File: config.mk
export PLATFORM = sky130hd
export DESIGN_NAME = rom_image_writer_flat
export DESIGN_NICKNAME = d
export VERILOG_FILES = /design/src/rtl/rom_image_writer_if.sv /design/src/rtl/rom_image_writer.sv /design/src/flat_wrapper.sv
export SDC_FILE = /design/constraint.sdc
export NUM_CORES = 1
export LEC_CHECK = 0
export BUFFER_PORTS_ARGS = -buffer_cell sky130_fd_sc_hd__buf_4
export CORE_ASPECT_RATIO = 0.6
export CORE_MARGIN = 2
export CORE_UTILIZATION = 45
export DETAILED_ROUTE_END_ITERATION = 16
export GPL_TIMING_DRIVEN = 1
export PLACE_DENSITY_LB_ADDON = 0.08
export SYNTH_ARGS = -nofsm -noshare
export SYNTH_HDL_FRONTEND = slang
export SYNTH_SLANG_ARGS = --single-unit
File: constraint.sdc
create_clock -name clk -period 1.6 [get_ports clk]
set_input_delay 0 -clock clk [delete_from_list [all_inputs] [get_ports clk]]
set_output_delay 0 -clock clk [all_outputs]
set_load 0.01 [all_outputs]
File: src/rtl/rom_image_writer_if.sv
// rom_image_writer_if: burst-load and look-up bus of the 16x8 writable table.
// With ROM_IMAGE_WRITER_PARITY_EN defined it also carries inj_perr/rd_perr.
interface rom_image_writer_if #(
    parameter int DW = 8,
    parameter int AW = 4
);
    logic          start;
    logic [AW-1:0] base_addr;
    logic [AW-1:0] count;
    logic          abort;
    logic          wr_valid;
    logic [DW-1:0] wr_data;
    logic          wr_ready;
    logic          busy;
    logic          done;
    logic          rd_en;
    logic [AW-1:0] rd_addr;
    logic [DW-1:0] rd_data;
`ifdef ROM_IMAGE_WRITER_PARITY_EN
    logic          inj_perr;
    logic          rd_perr;
    modport master (
        output start, base_addr, count, abort, wr_valid, wr_data, rd_en, rd_addr, inj_perr,
        input  wr_ready, busy, done, rd_data, rd_perr
    );
    modport slave (
        input  start, base_addr, count, abort, wr_valid, wr_data, rd_en, rd_addr, inj_perr,
        output wr_ready, busy, done, rd_data, rd_perr
    );
`else
    modport master (
        output start, base_addr, count, abort, wr_valid, wr_data, rd_en, rd_addr,
        input  wr_ready, busy, done, rd_data
    );
    modport slave (
        input  start, base_addr, count, abort, wr_valid, wr_data, rd_en, rd_addr,
        output wr_ready, busy, done, rd_data
    );
`endif
endinterface

File: src/rtl/rom_image_writer.sv
// rom_image_writer: 16x8 table loaded by valid/ready burst, read combinationally.
// Optional per-word even parity with ROM_IMAGE_WRITER_PARITY_EN.
module rom_image_writer #(
    parameter int DW = 8,
    parameter int AW = 4
) (
    input logic clk,
    input logic rst,
    rom_image_writer_if.slave bus
);
    localparam int DEPTH = 1 << AW;
    typedef enum logic [1:0] {IDLE, WRITE, DONE} state_t;
    state_t        state_q, state_d;
    logic [AW-1:0] ptr_q, ptr_d;
    logic [AW-1:0] rem_q, rem_d;
    logic [DW-1:0] mem_q [DEPTH];
    logic          we;
`ifdef ROM_IMAGE_WRITER_PARITY_EN
    logic [DEPTH-1:0] par_q;
`endif
    // Burst sequencing: abort beats a simultaneous handshake so that byte is dropped
    always_comb begin
        state_d = state_q;
        ptr_d   = ptr_q;
        rem_d   = rem_q;
        we      = 1'b0;
        case (state_q)
            IDLE: begin
                if (bus.start) begin
                    state_d = WRITE;
                    ptr_d   = bus.base_addr;
                    rem_d   = bus.count;
                end
            end
            WRITE: begin
                if (bus.abort) begin
                    state_d = IDLE;
                end else if (bus.wr_valid) begin
                    we    = 1'b1;
                    ptr_d = ptr_q + 1'b1;
                    if (rem_q == '0) state_d = DONE;
                    else rem_d = rem_q - 1'b1;
                end
            end
            DONE:    state_d = IDLE;
            default: state_d = IDLE;
        endcase
    end
    // State, pointer, remaining count and table storage
    always_ff @(posedge clk) begin
        if (rst) begin
            state_q <= IDLE;
            ptr_q   <= '0;
            rem_q   <= '0;
            for (int i = 0; i < DEPTH; i++) mem_q[i] <= '0;
`ifdef ROM_IMAGE_WRITER_PARITY_EN
            par_q   <= '0;
`endif
        end else begin
            state_q <= state_d;
            ptr_q   <= ptr_d;
            rem_q   <= rem_d;
            if (we) begin
                mem_q[ptr_q] <= bus.wr_data;
`ifdef ROM_IMAGE_WRITER_PARITY_EN
                par_q[ptr_q] <= ^bus.wr_data ^ bus.inj_perr;
`endif
            end
        end
    end
    assign bus.wr_ready = (state_q == WRITE);
    assign bus.busy     = (state_q == WRITE);
    assign bus.done     = (state_q == DONE);
    assign bus.rd_data  = bus.rd_en ? mem_q[bus.rd_addr] : '0;
`ifdef ROM_IMAGE_WRITER_PARITY_EN
    assign bus.rd_perr  = bus.rd_en & (par_q[bus.rd_addr] != ^mem_q[bus.rd_addr]);
`endif
endmodule

File: src/flat_wrapper.sv
// flat-port wrapper written by rule: the top's interface ports become plain ports
module rom_image_writer_flat 
#(
    parameter int DW = 8,
    parameter int AW = 4
)
  (clk, rst, bus_start, bus_base_addr, bus_count, bus_abort, bus_wr_valid, bus_wr_data, bus_rd_en, bus_rd_addr, bus_wr_ready, bus_busy, bus_done, bus_rd_data);
  rom_image_writer_if #(.DW(DW), .AW(AW)) bus_i ();
  input logic clk;
  input logic rst;
  input wire logic [$bits(bus_i.start)-1:0] bus_start;
  input wire logic [$bits(bus_i.base_addr)-1:0] bus_base_addr;
  input wire logic [$bits(bus_i.count)-1:0] bus_count;
  input wire logic [$bits(bus_i.abort)-1:0] bus_abort;
  input wire logic [$bits(bus_i.wr_valid)-1:0] bus_wr_valid;
  input wire logic [$bits(bus_i.wr_data)-1:0] bus_wr_data;
  input wire logic [$bits(bus_i.rd_en)-1:0] bus_rd_en;
  input wire logic [$bits(bus_i.rd_addr)-1:0] bus_rd_addr;
  output wire logic [$bits(bus_i.wr_ready)-1:0] bus_wr_ready;
  output wire logic [$bits(bus_i.busy)-1:0] bus_busy;
  output wire logic [$bits(bus_i.done)-1:0] bus_done;
  output wire logic [$bits(bus_i.rd_data)-1:0] bus_rd_data;
  assign bus_i.start = bus_start;
  assign bus_i.base_addr = bus_base_addr;
  assign bus_i.count = bus_count;
  assign bus_i.abort = bus_abort;
  assign bus_i.wr_valid = bus_wr_valid;
  assign bus_i.wr_data = bus_wr_data;
  assign bus_i.rd_en = bus_rd_en;
  assign bus_i.rd_addr = bus_rd_addr;
  assign bus_wr_ready = bus_i.wr_ready;
  assign bus_busy = bus_i.busy;
  assign bus_done = bus_i.done;
  assign bus_rd_data = bus_i.rd_data;
  rom_image_writer #(.DW(DW), .AW(AW)) u_core (.clk(clk), .rst(rst), .bus(bus_i));
endmodule
==> run_results.csv, run 1 <==
group,metric,value,unit
cts,cts_buffer_depth,2,
routing,routed-via-count,4389,
logic_synthesis,async_reset_ff_share,0,%
grt,grt_antenna_before_repair,1,
placed_design,placed_cell_area,7420,um^2
setup_path,crit_type,"reg2out",
floorplan,start_util,46.1,%
power,power.leakage,3.28,nW
logic_synthesis,synth.distinct_cells,44,
logic_synthesis,synthAdderAreaFrac,0.936,%
sta,relSlewSlack,57.0,%
grt,grt_usage,23.2,%
power,peakVddDrop,667,uV
sta,fmax,546,MHz
logic_synthesis,synth_nets,545,
cells_and_area,final_cell_area,8400,um^2
floorplan,core_area,14500,um^2
cells_and_area,drive_gt1_share,30.2,%
setup_path,cp_slowest_stage_delay,0.55,ns
routing,drtIter0Drc,347,
logic_synthesis,synth_top_family_by_area,"simple AND/OR/NAND/NOR gates",
routing,drt-wirelength-per-cell,21.5,um
setup_path,required,1.60,ns
sta,hold_viol,0,
cells_and_area,area_growth,25.7,%
logic_synthesis,yosysWarningCount,0,
logic_synthesis,synth.most_common_cell,"and2_1",
cells_and_area,finalNonFillerCells,809,
routing,route.detailed.drc,0,
routing,avgViaCountPerCell,5.43,
logic_synthesis,synthFlopType,"edfxtp_1",
cts,clkTransAtPathRegs,0.07,ns
sta,fin_hold_ws,0.0162,ns
hold_path,hp-class,"in2reg",
setup_path,cp_cell_sequence,"mux4_2 > o2111ai_2 > a21oi_2 > buf_4",
logic_synthesis,synth_edf_count,128,
setup_path,critPathBufInv,1,
routing,dr.pass1.iters,5,
logic_synthesis,synth_area_per_cell,13.0,um^2
logic_synthesis,synth-simple-area-share,19.1,%
logic_synthesis,yosysSeqAreaShare,60.5,%
sta,rsz0062_at_grt,"yes",
logic_synthesis,synth.cells.most_frequent,"and2_1 (132), edfxtp_1 (128), mux2i_1 (47), a22oi_1 (23), nor2_1 (19)",
logic_synthesis,syn_area,6680,um^2
sta,fin_skew,0.0111,ns
cts,cts.htree.levels,4,
logic_synthesis,synth-xor-area-share,0,%
sta,fin_ws,-0.230,ns
sta,slew_violations,0,
outcome,violations,"negative setup slack",
grt,grt_pass1_vias,4399,
setup_path,startpoint_type,"register",
logic_synthesis,ys_ff_latch,138,
cells_and_area,fin_nets,627,
setup_path,critPathSlowestCell,"mux4_2",
cts,cts_tree,"built",
logic_synthesis,synth_area_leaders,"edfxtp_1 (58%), and2_1 (12%), mux2i_1 (7.0%)",
setup_path,regToRegSetupSlack,-0.01,ns
sta,tightest_slew,0.644,ns
placed_design,dp_cells,761,
grt,gr-total-overflow,0,
logic_synthesis,synth-compound-area-share,6.20,%
floorplan,io_pins,37,
floorplan,design.die.area,15900,um^2
logic_synthesis,synthMuxAreaShare,10.4,%
setup_path,critPathTopFamily,"multiplexers",
power,p_per_area,1070,nW/um^2
sta,period_minus_slack,1.83,ns
cts,cts_num_sinks,138,
run,maxCapViolations,0,
power,finalPower,9.01,mW
cts,clock_latency,0.41,ns
setup_path,cp-end-kind,"output pin",
sta,fin_crit_sh,114,%
routing,totalWireLength,17400,um
placed_design,dp_hpwl,12100,um
cts,cts_buffers,17,
placed_design,pre_cts_ws,-0.148,ns
floorplan,rows,34,
placed_design,gp_congestion,0.859,
placed_design,io_buffers,36,
logic_synthesis,yosysTopAreaCellShare,57.5,%
routing,ant_nets,0,
floorplan,die_x,161,um
logic_synthesis,syn_inst,514,
outcome,status,"complete, but fails checks",
grt,grt_max_degree,26,
sta,setup_viol,15,
setup_path,crit_fanout,1,
cts,root_buffer,"clkbuf_16",
logic_synthesis,synth_area_leader_cell,"edfxtp_1",
grt,grt_pass1_wl,26600,um
floorplan,die_h,98.4,um
setup_path,critical_path_arrival,1.83,ns
-- cells in the final DEF (no fill, tap or decap), drive strengths merged, types with 10 or more instances in the layout --
| cell | synthesis | final |
|---|---|---|
| and2 | 132 | 132 |
| edfxtp | 128 | 128 |
| buf | 14 | 84 |
| mux2i | 47 | 47 |
| a22oi | 23 | 23 |
| nor2 | 19 | 19 |
| clkbuf | 17 | 17 |
| or2 | 16 | 16 |
| nand2 | 15 | 15 |
| inv | 7 | 13 |
| o21ai | 11 | 11 |
| dlygate4sd3 | 0 | 10 |
| a21oi | 10 | 10 |
| dfxtp | 10 | 10 |
-- sequential cells by signal, indices dropped and copies added (netlist names) --
register,flops
u_core.rem_q,4
u_core.ptr_q,4
u_core.state_q,2
u_core.mem_q,128
-- kinds of logic after synthesis --
logic type / Yosys count
mux: 58
compound gates: 61
fa+ha+maj: 5
flops: 138
buf+inv: 38
simple gates: 214
-- final timing paths --
check                           depth (start not counted)                         startpoint                          endpoint
worst min register to register                          2       u_core.rem_q[1]$_SDFFE_PP0P_      u_core.rem_q[1]$_SDFFE_PP0P_
worst max register to register                          5     u_core.state_q[1]$_SDFFE_PP0P_  u_core.mem_q[3][5]$_SDFFCE_PN0P_
worst min-delay path                                    4                   bus_base_addr[2]      u_core.ptr_q[2]$_SDFFE_PP0P_
worst max-delay path                                    4  u_core.mem_q[14][3]$_SDFFCE_PN0P_                    bus_rd_data[3]
-- tightest hold or removal path, delay by kind of cell --
family,cells,cell delay (ns)
AND/OR/NAND/NOR,1,0.05
multiplexers,1,0.13
buffers and inverters,1,0.08
AO/OA/AOI/OAI,1,0.12
-- power by group --
group	leakage, nW	switching (mW)	total, mW	internal, mW
registers	1.41	0.0670	4.13	4.07
logic	1.59	0.519	0.929	0.410
clock network	0.275	1.62	3.95	2.33
-- timing repair --
item                       in CTS  in global routing
hold endpoints to repair        8                  0
resized for setup              24                 46
hold buffers                   10                  0
setup endpoints to repair      98                156
setup buffers                   1                  3
pin swaps                       7                 20
-- routing by layer --
metal / vias up / part of all wire [%] / GRT usage, %
li1: 2035 / - / -
met1: 2177 / 50 / 36.3
met2: 156 / 42 / 32.4
met3: 21 / 6.3 / 5.35
met4: 0 / 1.2 / 5.43
met5: - / 0 / 0
-- layout make-up --
type / count / area, um^2
Multi-Input combinational cell: 338 / 2710
Fill cell: 1185 / 6100
Inverter: 7 / 26.3
Antenna cell: 2 / 5.00
Sequential cell: 138 / 4050
Clock buffer: 17 / 425
Timing Repair Buffer: 94 / 776
Clock inverter: 15 / 166
Tap cell: 198 / 248
-- stage by stage --
stage	util (%)	setup TNS (ns)
finish	57.9	-1.41
global route	57.9	-3.55
CTS	56.5	-1.37
detailed placement	51.2	-4.42
global placement	51.2	-4.03
floorplan	-	0
Power figures use the tool's default switching activity.
==> inputs of run 2 (changes only) <==
--- a/config.mk
+++ b/config.mk
@@ -7,11 +7,12 @@
 export LEC_CHECK = 0
 export BUFFER_PORTS_ARGS = -buffer_cell sky130_fd_sc_hd__buf_4
 export CORE_ASPECT_RATIO = 0.6
-export CORE_MARGIN = 2
+export CORE_MARGIN = 1
 export CORE_UTILIZATION = 45
 export DETAILED_ROUTE_END_ITERATION = 16
 export GPL_TIMING_DRIVEN = 1
 export PLACE_DENSITY_LB_ADDON = 0.08
+export RECOVER_POWER = 100
 export SYNTH_ARGS = -nofsm -noshare
 export SYNTH_HDL_FRONTEND = slang
 export SYNTH_SLANG_ARGS = --single-unit
==> run_results.csv, run 2 (synthesis results as in run 1) <==
group,metric,value,unit
cells_and_area,final_cell_area,8220,um^2
power,p_per_area,1070,nW/um^2
placed_design,placed_cell_area,7410,um^2
sta,rsz0062_at_grt,"yes",
cells_and_area,top_regs,"u_core.mem_q x128, u_core.ptr_q x4, u_core.rem_q x4",
sta,hold_viol,0,
placed_design,dp_hpwl,11400,um
placed_design,gp_congestion,0.870,
sta,fin_skew,0.0125,ns
hold_path,hp-class,"in2reg",
cells_and_area,largest_reg_flops,128,
cts,cts.htree.levels,4,
setup_path,startpoint_type,"register",
sta,relSlewSlack,51.3,%
cts,cts_num_sinks,138,
cells_and_area,final_common_cell,"edfxtp_1",
cells_and_area,register_area,4050,um^2
power,power.leakage,3.22,nW
floorplan,rows,34,
routing,drt-wirelength-per-cell,20.3,um
cells_and_area,multi_input_area,2610,um^2
outcome,violations,"negative setup slack",
cts,cts_buffers,17,
sta,tightest_slew,0.729,ns
sta,tns,-4.42,ns
routing,avgViaCountPerCell,5.35,
floorplan,start_util,46.1,%
sta,fmax,551,MHz
cells_and_area,drive_gt1_share,26.1,%
floorplan,io_pins,37,
placed_design,dp_cells,760,
routing,totalWireLength,16400,um
setup_path,required,1.60,ns
setup_path,critical_path_arrival,1.81,ns
setup_path,cp-end-kind,"output pin",
floorplan,die_h,96.4,um
grt,grt_antenna_before_repair,0,
floorplan,design.die.area,15400,um^2
sta,fin_ws,-0.214,ns
grt,gr-total-overflow,0,
cells_and_area,regMostFlops,"u_core.mem_q",
floorplan,die_x,159,um
routing,dr.pass1.iters,5,
setup_path,crit_type,"reg2out",
placed_design,io_buffers,36,
cells_and_area,area_growth,23.0,%
grt,grt_max_degree,26,
cells_and_area,layout_common_cells,"edfxtp_1 (128), and2_1 (119), buf_4 (71)",
sta,fin_hold_ws,0.00748,ns
grt,grt_pass1_wl,24200,um
grt,grt_usage,22.4,%
sta,period_minus_slack,1.81,ns
cells_and_area,fill_cells,1202,
routing,route.detailed.drc,0,
routing,ant_nets,0,
cts,cts_tree,"built",
routing,routed-via-count,4303,
cells_and_area,fin_nets,625,
outcome,status,"complete, but fails checks",
power,peakVddDrop,545,uV
routing,drtIter0Drc,296,
cts,cts_buffer_depth,2,
cts,clock_latency,0.42,ns
sta,setup_viol,100,
grt,grt_pass1_vias,4032,
floorplan,core_area,14500,um^2
cells_and_area,n_antenna_cell,0,
sta,slew_violations,0,
cells_and_area,finalNonFillerCells,804,
run,maxCapViolations,0,
setup_path,crit_fanout,1,
sta,fin_crit_sh,113,%
cts,clkTransAtPathRegs,0.06,ns
cts,root_buffer,"clkbuf_16",
cells_and_area,fin_util,56.7,%
-- run 2: stage by stage --
stage / power, mW / setup WS [ns]
after global routing: 9.05 / -0.248
after floorplan: 4.63 / 0.0179
final: 8.78 / -0.214
after global placement: 4.99 / -0.0439
after CTS: 8.79 / -0.194
after detailed placement: 5.00 / -0.103
-- run 2: final timing paths --
path                                     startpoint                                to  slack (ns)  cells after the start
setup / recovery  u_core.mem_q[14][3]$_SDFFCE_PN0P_                    bus_rd_data[3]       -0.21                      4
hold / removal                     bus_base_addr[3]      u_core.ptr_q[3]$_SDFFE_PP0P_       0.007                      4
setup reg to reg     u_core.state_q[1]$_SDFFE_PP0P_  u_core.mem_q[0][5]$_SDFFCE_PN0P_       -0.08                      5
hold reg to reg        u_core.rem_q[3]$_SDFFE_PP0P_      u_core.rem_q[3]$_SDFFE_PP0P_        0.51                      2
-- run 2: final cells by class --
type                    instances  area share, %
flip-flops and latches        138           49.2
multi-input cells             338           31.8
repair buffers                 92           8.90
clock buffers                  18           5.22
well taps                     198           3.01
clock inverters                13           1.57
inverters                       7          0.320
-- run 2: power by group --
| part | internal [mW] | switching [mW] |
|---|---|---|
| Sequential | 4.07 | 0.0613 |
| Combinational | 0.390 | 0.495 |
| Clock | 2.27 | 1.51 |
-- run 2: critical path, cell delays in order, from the launching register on --
cell and delay [ns]:
edfxtp_1 0.45, mux4_2 0.51, o2111ai_2 0.20, a21oi_2 0.09, buf_4 0.15
-- run 2: repair_timing --
item | in CTS | in global routing
endpoints found under the hold margin | 9 | 0
buffers inserted | 1 | 2
setup endpoints to repair | 101 | 151
hold buffers | 10 | 0
gates resized for setup | 21 | 22
pin swaps | 5 | 9
-- run 2: metal layers --
layer  track usage, %  part of all wire (%)
met5                0                     0
met4             7.29                   1.1
met3             4.82                   5.4
met2             32.9                    43
met1             33.0                    51
==> inputs of run 3 (changes only) <==
--- a/config.mk
+++ b/config.mk
@@ -5,6 +5,7 @@
 export SDC_FILE = /design/constraint.sdc
 export NUM_CORES = 1
 export LEC_CHECK = 0
+export ABC_AREA = 1
 export BUFFER_PORTS_ARGS = -buffer_cell sky130_fd_sc_hd__buf_4
 export CORE_ASPECT_RATIO = 0.6
 export CORE_MARGIN = 1
==> run_results.csv, run 3 <==
group,metric,value,unit
setup_path,required,1.72,ns
grt,gr-total-overflow,0,
grt,grt_usage,25.1,%
setup_path,startpoint_type,"register",
power,power.leakage,3.98,nW
cells_and_area,layout_common_cells,"nand2_1 (215), edfxtp_1 (128), nor2_1 (103)",
cells_and_area,largest_reg_flops,128,
cells_and_area,drive_gt1_share,22.7,%
logic_synthesis,synth_area_leader_cell,"edfxtp_1",
sta,fin_crit_sh,99.1,%
cts,clock_latency,0.41,ns
cts,clkTransAtPathRegs,0.06,ns
power,p_per_area,1060,nW/um^2
cts,cts_buffer_depth,2,
power,p_clk_share,44.7,%
sta,tightest_slew,0.632,ns
floorplan,core_area,14700,um^2
routing,drtIter0Drc,549,
setup_path,crit_fanout,8,
cells_and_area,final_common_cell,"nand2_1",
sta,relSlewSlack,57.9,%
grt,grt_pass1_vias,5285,
placed_design,gp_congestion,0.959,
cts,cts_tree,"built",
logic_synthesis,yosysWarningCount,0,
cts,root_buffer,"clkbuf_16",
power,intPower,7.04,mW
routing,avgViaCountPerCell,5.14,
grt,grt_max_degree,65,
floorplan,design.die.area,15800,um^2
setup_path,critPathTopFamily,"simple AND/OR/NAND/NOR gates",
grt,grt_antenna_before_repair,0,
cells_and_area,regMostFlops,"u_core.mem_q",
sta,setup_viol,0,
placed_design,dp_hpwl,13100,um
logic_synthesis,synth.cells.most_frequent,"nand2_1 (230), nor2_1 (138), edfxtp_1 (128), inv_1 (97), nand3_1 (87)",
power,combPwrFrac,11.0,%
setup_path,critPathBufInv,2,
setup_path,cp_slowest_stage_delay,0.33,ns
cells_and_area,n_antenna_cell,0,
cells_and_area,top_regs,"u_core.mem_q x128, u_core.ptr_q x4, u_core.rem_q x4",
logic_synthesis,yosysTopAreaCellShare,55.9,%
sta,tns,0,ns
routing,ant_nets,0,
floorplan,rows,34,
sta,slew_violations,0,
sta,hold_viol,0,
setup_path,crit_type,"reg2reg",
grt,grt_pass1_wl,29100,um
power,p_sw,2.28,mW
logic_synthesis,synthFlopType,"edfxtp_1",
setup_path,critical_path_arrival,1.70,ns
logic_synthesis,synth_area_leaders,"edfxtp_1 (56%), nand2_1 (13%), nor2_1 (7.5%)",
logic_synthesis,yosysSeqAreaShare,58.8,%
logic_synthesis,synth_nets,817,
cts,cts_buffers,17,
floorplan,start_util,46.7,%
logic_synthesis,async_reset_ff_share,0,%
routing,dr.pass1.iters,5,
floorplan,io_pins,37,
routing,totalWireLength,18800,um
setup_path,cp-end-kind,"register",
power,peakVddDrop,678,uV
run,maxCapViolations,0,
routing,route.detailed.drc,0,
setup_path,cp_cell_sequence,"inv_2 > nand2_4 > nor2_4 > nand3_4 > nor2_4 > buf_6 > nand2_8 > nand2_8",
routing,drt-wirelength-per-cell,17.5,um
sta,fin_hold_ws,0.0224,ns
power,power_switching_share,24.5,%
sta,period_minus_slack,1.59,ns
logic_synthesis,synth_edf_count,128,
sta,fin_skew,0.00567,ns
sta,rsz0062_at_grt,"yes",
cts,cts_num_sinks,138,
logic_synthesis,ys_ff_latch,138,
placed_design,io_buffers,36,
logic_synthesis,syn_area,6870,um^2
sta,fmax,631,MHz
cells_and_area,fin_nets,898,
power,seqPwrFrac,44.3,%
routing,routed-via-count,5539,
cts,cts.htree.levels,4,
logic_synthesis,syn_inst,786,
cells_and_area,area_growth,28.1,%
hold_path,hp-class,"in2reg",
setup_path,critPathSlowestCell,"dfxtp_2",
logic_synthesis,synth.most_common_cell,"nand2_1",
logic_synthesis,synth.distinct_cells,21,
outcome,status,"completed",
floorplan,die_x,162,um
floorplan,die_h,97.7,um
logic_synthesis,synth_area_per_cell,8.74,um^2
[run 3: cell types whose count changed in the layout (fill, tap and decap cells not counted), sizes merged, moves of 5 or more]
cell    change
a22oi      -23
and2      -132
buf        +11
clkbuf      -7
inv        +92
mux2i      -46
mux4        -9
nand2     +232
nand2b      -5
nand3      +84
nor2      +124
nor2b       -9
or2        -16
[run 3: logic make-up after synthesis]
logic type | count (synthesis) | synth area share [%]
simple gates | 482 | 30.5
xor+xnor | 2 | 0.255
mux | 1 | 0.146
buf+inv | 134 | 7.57
flops | 138 | 58.8
compound gates | 24 | 1.75
fa+ha+maj | 5 | 0.910
[run 3: worst paths after layout]
path                                       start                                 to  slack (ns)  cells after the start
setup / recovery  u_core.state_q[1]$_SDFFE_PP0P_  u_core.mem_q[10][4]$_SDFFCE_PN0P_        0.01                      8
hold / removal                         bus_abort     u_core.state_q[0]$_SDFFE_PP0P_        0.02                      5
setup reg to reg  u_core.state_q[1]$_SDFFE_PP0P_  u_core.mem_q[10][4]$_SDFFCE_PN0P_        0.01                      8
hold reg to reg     u_core.rem_q[3]$_SDFFE_PP0P_       u_core.rem_q[3]$_SDFFE_PP0P_        0.49                      2
[run 3: tightest hold or removal path, stage by stage]
cell	delay, ns
buf_4	0.09
nor2_4	0.04
buf_4	0.12
o21ai_0	0.07
a21oi_1	0.06
[run 3: through the flow]
stage / area (um^2) / setup slack (ns) / util, % / power, mW / cells
3_3_place_gp: 7780 / -0.0178 / 52.8 / 5.13 / 1035
3_5_place_dp: 7780 / -0.0732 / 52.8 / 5.15 / 1035
5_1_grt: 8800 / -0.0363 / 59.8 / 9.60 / 1078
2_1_floorplan: 6900 / -0.0241 / - / 4.73 / 786
6_report: 8800 / 0.0147 / 59.8 / 9.32 / 1078
4_1_cts: 8590 / -0.0351 / 58.4 / 9.29 / 1078
[run 3: layout make-up]
cell class	instances	area, um^2
fill	1262	5920
sequential	138	4050
inverter	98	368
tap	198	248
timing repair buffer	98	917
clock buffer	17	425
multi-input combinational	514	2600
clock inverter	15	199
[run 3: power by group through the flow]
stage | clock, mW | combinational, mW | sequential (mW)
2_1_floorplan | 0 | 0.548 | 4.18
3_3_place_gp | 0 | 0.935 | 4.20
3_5_place_dp | 0 | 0.950 | 4.20
4_1_cts | 4.17 | 0.987 | 4.13
5_1_grt | 4.35 | 1.11 | 4.14
6_report | 4.16 | 1.03 | 4.13
[run 3: layer usage]
layer,track usage [%],share of wire [%]
met3,4.55,8.2
met1,38.5,49
met5,0,0
met4,5.95,1.2
met2,36.6,42
[run 3: what timing repair did]
item	4_1_cts	5_1_grt
endpoints found under the setup margin	98	212
setup buffers	1	0
pin swaps	5	7
gates resized for setup	22	60
hold endpoints to repair	10	0
hold buffers	11	0
